**config.mk**
```make
export PLATFORM = sky130hd
export DESIGN_NAME = pp_block_sched
export DESIGN_NICKNAME = d
export VERILOG_FILES = /design/src/rtl/pp_block_sched_pkg.sv /design/src/rtl/pp_block_sched_rr_arb2.sv /design/src/rtl/pp_block_sched.sv
export SDC_FILE = /design/constraint.sdc
export NUM_CORES = 1
export LEC_CHECK = 0
export BUFFER_PORTS_ARGS = -buffer_cell sky130_fd_sc_hd__buf_4
export CAP_MARGIN = 15
export CORE_MARGIN = 8
export CORE_UTILIZATION = 45
export CTS_BUF_LIST = sky130_fd_sc_hd__clkbuf_4 sky130_fd_sc_hd__clkbuf_8
export CTS_CLUSTER_SIZE = 28
export DETAILED_ROUTE_END_ITERATION = 6
export HOLD_SLACK_MARGIN = 0.02
export PLACE_DENSITY = 0.76
export SETUP_SLACK_MARGIN = 0.3
export SLEW_MARGIN = 20
export SYNTH_ARGS = -nofsm -noshare
export SYNTH_HDL_FRONTEND = slang
export SYNTH_SLANG_ARGS = --single-unit
```
**constraint.sdc**
```tcl
create_clock -name clk_i -period 3.5 [get_ports clk_i]
set_clock_uncertainty 0.1 [all_clocks]
set_input_delay 0.35 -clock clk_i [delete_from_list [all_inputs] [get_ports clk_i]]
set_output_delay 0.35 -clock clk_i [all_outputs]
set_load 0.01 [all_outputs]
```
**src/rtl/pp_block_sched_pkg.sv**
```systemverilog
`default_nettype none
// ==== pp_pkg: shared types and defaults for the ping-pong block scheduler ====
// ==== Rev 1.0 ====
package pp_pkg;

  localparam int SAMPLE_W_DEF = 16;
  localparam int BUF_LEN_DEF  = 256;
  localparam int BEAT_W_DEF   = $clog2(BUF_LEN_DEF);

  typedef enum logic [2:0] {
    S_IDLE      = 3'd0,
    S_TAKE      = 3'd1,
    S_STREAM    = 3'd2,
    S_FLUSH     = 3'd3,
    S_WAIT_LAST = 3'd4
  } pp_sched_state_e;

endpackage
`default_nettype wire

```
**src/rtl/pp_block_sched_rr_arb2.sv**
```systemverilog
`default_nettype none
// ==== rr_arb2: combinational 2-way round-robin grant, ptr picks the winner on a tie ====
// ==== Rev 1.0 ====
module rr_arb2 (
  input  logic [1:0] req,
  input  logic       ptr,
  output logic [1:0] gnt
);

  always_comb begin
    gnt = req;
    if (req == 2'b11) begin
      gnt = ptr ? 2'b10 : 2'b01;
    end
  end

endmodule
`default_nettype wire

```
**src/rtl/pp_block_sched.sv**
```systemverilog
`default_nettype none
// ==== pp_block_sched: shares ping-pong buffer blocks between two consumers ====
// ==== Rev 1.0 ====
module pp_block_sched
  import pp_pkg::*;
#(
  parameter int SAMPLE_W = SAMPLE_W_DEF,
  parameter int BUF_LEN  = BUF_LEN_DEF
) (
  input  logic                clk_i,
  input  logic                rst_ni,
  input  logic                buf_empty_i,
  output logic                buf_take_o,
  input  logic [SAMPLE_W-1:0] rd_data_i,
  input  logic                rd_valid_i,
  output logic                rd_ready_o,
  input  logic                rd_last_i,
  input  logic [1:0]          req_i,
  output logic [1:0]          gnt_o,
  output logic [SAMPLE_W-1:0] data_o,
  output logic [1:0]          valid_o,
  input  logic [1:0]          ready_i,
  output logic [1:0]          last_o,
  output logic [1:0]          done_o,
  output logic                flush_o,
  output logic                seq_err_o,
  output logic [15:0]         blk_cnt_o
);

  localparam int BW = $clog2(BUF_LEN);
  localparam logic [BW-1:0] LAST_BEAT = BW'(BUF_LEN - 1);

  pp_sched_state_e state_q, state_d;
  logic [1:0]      gnt_q, arb_gnt, done_q;
  logic            rr_q, flushed_q, flush_q, seq_err_q;
  logic [BW-1:0]   beat_q;
  logic [15:0]     blk_cnt_q;
  logic            req_g, rdy_g, streaming, flushing, hs, at_last;
  logic            start, blk_end, credit, go_flush;

  rr_arb2 u_arb (
    .req (req_i),
    .ptr (rr_q),
    .gnt (arb_gnt)
  );

  assign req_g     = |(req_i & gnt_q);
  assign rdy_g     = |(ready_i & gnt_q);
  assign streaming = (state_q == S_STREAM);
  assign flushing  = (state_q == S_FLUSH);
  assign at_last   = (beat_q == LAST_BEAT);

  // Pure pass-through while streaming; a flush drains the buffer on its own.
  assign rd_ready_o = streaming ? rdy_g : flushing;
  assign valid_o    = streaming ? (gnt_q & {2{rd_valid_i}}) : 2'b00;
  assign last_o     = valid_o & {2{at_last}};
  assign data_o     = rd_data_i;
  assign hs         = rd_valid_i & rd_ready_o;

  assign start   = (state_q == S_IDLE) && (req_i != 2'b00) && !buf_empty_i;
  assign blk_end = (state_q == S_WAIT_LAST) && rd_last_i;
  assign credit  = blk_end && !flushed_q;

  always_comb begin
    state_d  = state_q;
    go_flush = 1'b0;
    case (state_q)
      S_IDLE:      if (start) state_d = S_TAKE;
      S_TAKE:      state_d = S_STREAM;
      S_STREAM: begin
        // Completing the final beat wins over a same-cycle withdrawal.
        if (hs && at_last) begin
          state_d = S_WAIT_LAST;
        end else if (!req_g) begin
          state_d  = S_FLUSH;
          go_flush = 1'b1;
        end
      end
      S_FLUSH:     if (hs && at_last) state_d = S_WAIT_LAST;
      S_WAIT_LAST: if (rd_last_i) state_d = S_IDLE;
      default:     state_d = S_IDLE;
    endcase
  end

  always_ff @(posedge clk_i or negedge rst_ni) begin
    if (!rst_ni) begin
      state_q   <= S_IDLE;
      gnt_q     <= 2'b00;
      rr_q      <= 1'b0;
      beat_q    <= '0;
      flushed_q <= 1'b0;
      flush_q   <= 1'b0;
      seq_err_q <= 1'b0;
      done_q    <= 2'b00;
      blk_cnt_q <= 16'd0;
    end else begin
      state_q <= state_d;
      done_q  <= credit ? gnt_q : 2'b00;

      if (start) begin
        gnt_q <= arb_gnt;
      end else if (blk_end) begin
        gnt_q <= 2'b00;
      end

      if (blk_end) begin
        rr_q <= gnt_q[0];
      end

      if (state_q == S_TAKE) begin
        beat_q    <= '0;
        flushed_q <= 1'b0;
      end else if ((streaming || flushing) && hs) begin
        beat_q <= beat_q + BW'(1);
      end

      if (go_flush) begin
        flushed_q <= 1'b1;
        flush_q   <= 1'b1;
      end

      if (rd_last_i && (state_q != S_WAIT_LAST)) begin
        seq_err_q <= 1'b1;
      end

      if (credit) begin
        blk_cnt_q <= blk_cnt_q + 16'd1;
      end
    end
  end

  assign buf_take_o = (state_q == S_TAKE);
  assign gnt_o      = gnt_q;
  assign done_o     = done_q;
  assign flush_o    = flush_q;
  assign seq_err_o  = seq_err_q;
  assign blk_cnt_o  = blk_cnt_q;

endmodule
`default_nettype wire

```
==> results.cfg <==
[clocking]
clock-sinks = 35
postCtsSetupRepairBufs = 0
cts-htree-levels = 2
cts_made_buffers = 5
cts-root-buf = clkbuf_8
worstSkewPairLatency_ns = 0.29
tritoncts = done
cts_buffer_depth = 2
clkTransAtPathRegs_ns = 0.07

[drt]
drcViolationCount = 0
first_iter_violations = 56
vias = 1262
firstDrtPassIters = 4
drtAntennaViolNets = 0
wl_um = 3520
via_per_inst = 5.09
wl_per_cell_um = 14.2

[place]
finalWeightedCongestion = 0.816
dp_hpwl_um = 2640
post_dp_cell_area_sq_um = 1980
io_buffers = 36

[logic_synthesis]
ys_types = 41
post_synth_fa_ha_maj_area_fraction_pct = 1.40
synth_edf_count = 0
synth-xor-area-share_pct = 10.3
post_synth_mux_area_share_pct = 2.37
netlist_instances = 172
synth.largest_area_cell = dfrtp_1
yosys_warnings = 0
synth_top_family_by_area = simple AND/OR/NAND/NOR gates
synth_seq_area_share_pct = 48.9
synth_top_area_share_pct = 48.9
ys_async_sr_fraction_pct = 100
synth_nets = 199
synth_top_flop_cell = dfrtp_1
netlist_area_sq_um = 1790
yosys_register_bits = 35
avgSynthCellArea_sq_um = 10.4
netlist_top_cells_area = dfrtp_1 49%, xnor2_1 7.3%, buf_4 6.7%
synth_simple_gate_area_share_pct = 23.5
synth_compound_area_share_pct = 4.12

[worst_setup_path]
crit_buf_inv = 0
cp.required_ns = 3.58
cp_slowest_cell = nor4_1
end_kind = flop
start_kind = flop
path_max_fanout = 8
cp_data_arrival_time_ns = 2.22
max_stage_delay_ns = 0.66
cp_cell_sequence = or3b_1, nor4_1, nand4_1, xnor2_1
crit_type = flop to flop
cp_top_family = simple AND/OR/NAND/NOR gates

[timing]
setup-violations-final = 0
final_max_slew_viol_count = 0
fmax_mhz = 466
fin_crit_ns = 2.15
timing.final.hold_violations = 0
timing_worst_slew_pin_value_ns = 0.688
fin_crit_sh_pct = 61.3
whs_ns = 0.212
tns_ns = 0
relSlewSlack_pct = 53.7
rsz0062_at_grt = false

[grt]
grt_max_degree = 36
grtUsageTotal_pct = 12.0
grt_pass1_vias = 1273
grt_antenna_before_repair = 0
grt_pass1_wl_um = 5970
overflow = 0

[pwr]
switching_power_w = 0.000251
ir_drop_mv = 0.287
power_density_nw_per_um2 = 470
combPwrFrac_pct = 12.7
pwr-share-seq_pct = 49.5
p_int_w = 0.000739
p_leak_nw = 0.977
p_sw_share_pct = 25.4
finalPower_w = 0.000990
clkPwrFrac_pct = 37.8

[finish]
drive_gt1_share_pct = 26.3
antenna_cells = 0
regArea_sq_um = 876
final_nets = 224
fin_area_sq_um = 2100
n_fill_cell = 384
utilization_pct = 53.8
area_growth_pct = 17.5
multi_input_area_sq_um = 746

[die]
fp.dieH_um = 79.1
core_area_sq_um = 3910
die_w_um = 79.1
die_area_sq_um = 6260
core.rowCount = 23
initial_core_util_pct = 45.8
ios = 69

[run_status]
outcome = finished, final reports clean

[job]
maxCapViolCount = 0

[hold_path]
hp-class = input pin to flop
[logic make-up after synthesis]
| logic type | after synthesis |
|---|---|
| xor gates and xnor gates | 21 |
| DFF | 35 |
| buffers and inverters | 25 |
| AOI/OAI and AO/OA | 10 |
| muxes | 4 |
| adders and majority gates | 2 |
| and+or+nand+nor | 75 |
[state kept, by name (all words and copies together), names as in the netlist]
signal / cells
flushed_q: 1
gnt_o: 2
flush_o: 1
beat_q: 8
blk_cnt_o: 16
state_q: 3
done_o: 2
seq_err_o: 1
rr_q: 1
[cells in the final DEF (no fill, tap or decap), types with 5 or more instances in the layout]
| cell | n |
|---|---|
| dfrtp_1 | 35 |
| xnor2_1 | 15 |
| xor2_1 | 6 |
| clkbuf_8 | 6 |
| nand3_1 | 7 |
| nor2_1 | 18 |
| nand4_1 | 9 |
| nand2_1 | 15 |
| inv_1 | 5 |
| buf_4 | 36 |
[stage by stage]
step / std cells / setup slack [ns]
2_1_floorplan: 172 / 1.45
3_3_place_gp: 239 / 1.36
3_5_place_dp: 239 / 1.32
4_1_cts: 248 / 1.31
5_1_grt: 248 / 1.08
6_report: 248 / 1.35
[worst reg2reg max path, delay by kind of cell, from the launching register on]
kind          cells  cell delay [ns]
simple gates      3             1.34
flops             1             0.45
xor+xnor          1             0.16
[routing by layer]
layer	wire (um)	track usage, %
met5	0	0
met4	57	5.19
met3	222	5.30
met2	1630	17.8
met1	1620	14.7
[Yosys cell counts (all sizes together) (2+ instances only)]
library cell  instances
nor3                  4
inv                   5
nand3                 7
xnor2                15
nand3b                2
mux2i                 2
xor2                  6
nor4                  3
or4                   2
ha                    2
mux2                  2
buf                  19
or2                   2
and2                  3
nand2                15
o21ai                 2
nor4b                 2
nor2                 18
a21o                  2
dfrtp                35
nand4                 9
[final cells by class]
class                           instances  area share (%)
Clock buffer                            6            3.92
Multi-Input combinational cell        112            35.4
Clock inverter                          2            1.66
Inverter                                6            1.07
Tap cell                               50            2.97
Sequential cell                        35            41.6
Timing Repair Buffer                   37            13.3
[power groups by stage]
stage / clock, W / combinational (W) / sequential, W
6_report: 0.000374 / 0.000125 / 0.000490
5_1_grt: 0.000400 / 0.000147 / 0.000495
4_1_cts: 0.000386 / 0.000128 / 0.000490
3_5_place_dp: 0 / 0.000128 / 0.000496
3_3_place_gp: 0 / 0.000122 / 0.000494
2_1_floorplan: 0 / 0.000112 / 0.000487
[what timing repair did]
action | CTS | global route
hold endpoints to repair | 35 | 0
resized for setup | 0 | 0
hold buffers | 1 | 0
[worst paths after layout]
path	slack, ns	cells past startpoint	endpoint	from
max reg2reg	1.35	4	blk_cnt_o[13]	state_q[0]
max	1.35	4	blk_cnt_o[13]	state_q[0]
min in group asynchronous	0.44	2	blk_cnt_o[12]	rst_ni
min reg2reg	0.38	1	blk_cnt_o[15]	blk_cnt_o[15]
max in group asynchronous	2.55	2	gnt_o[0]	rst_ni
min	0.21	2	seq_err_o	rd_last_i
No activity file was read; power rests on OpenSTA's default activity.
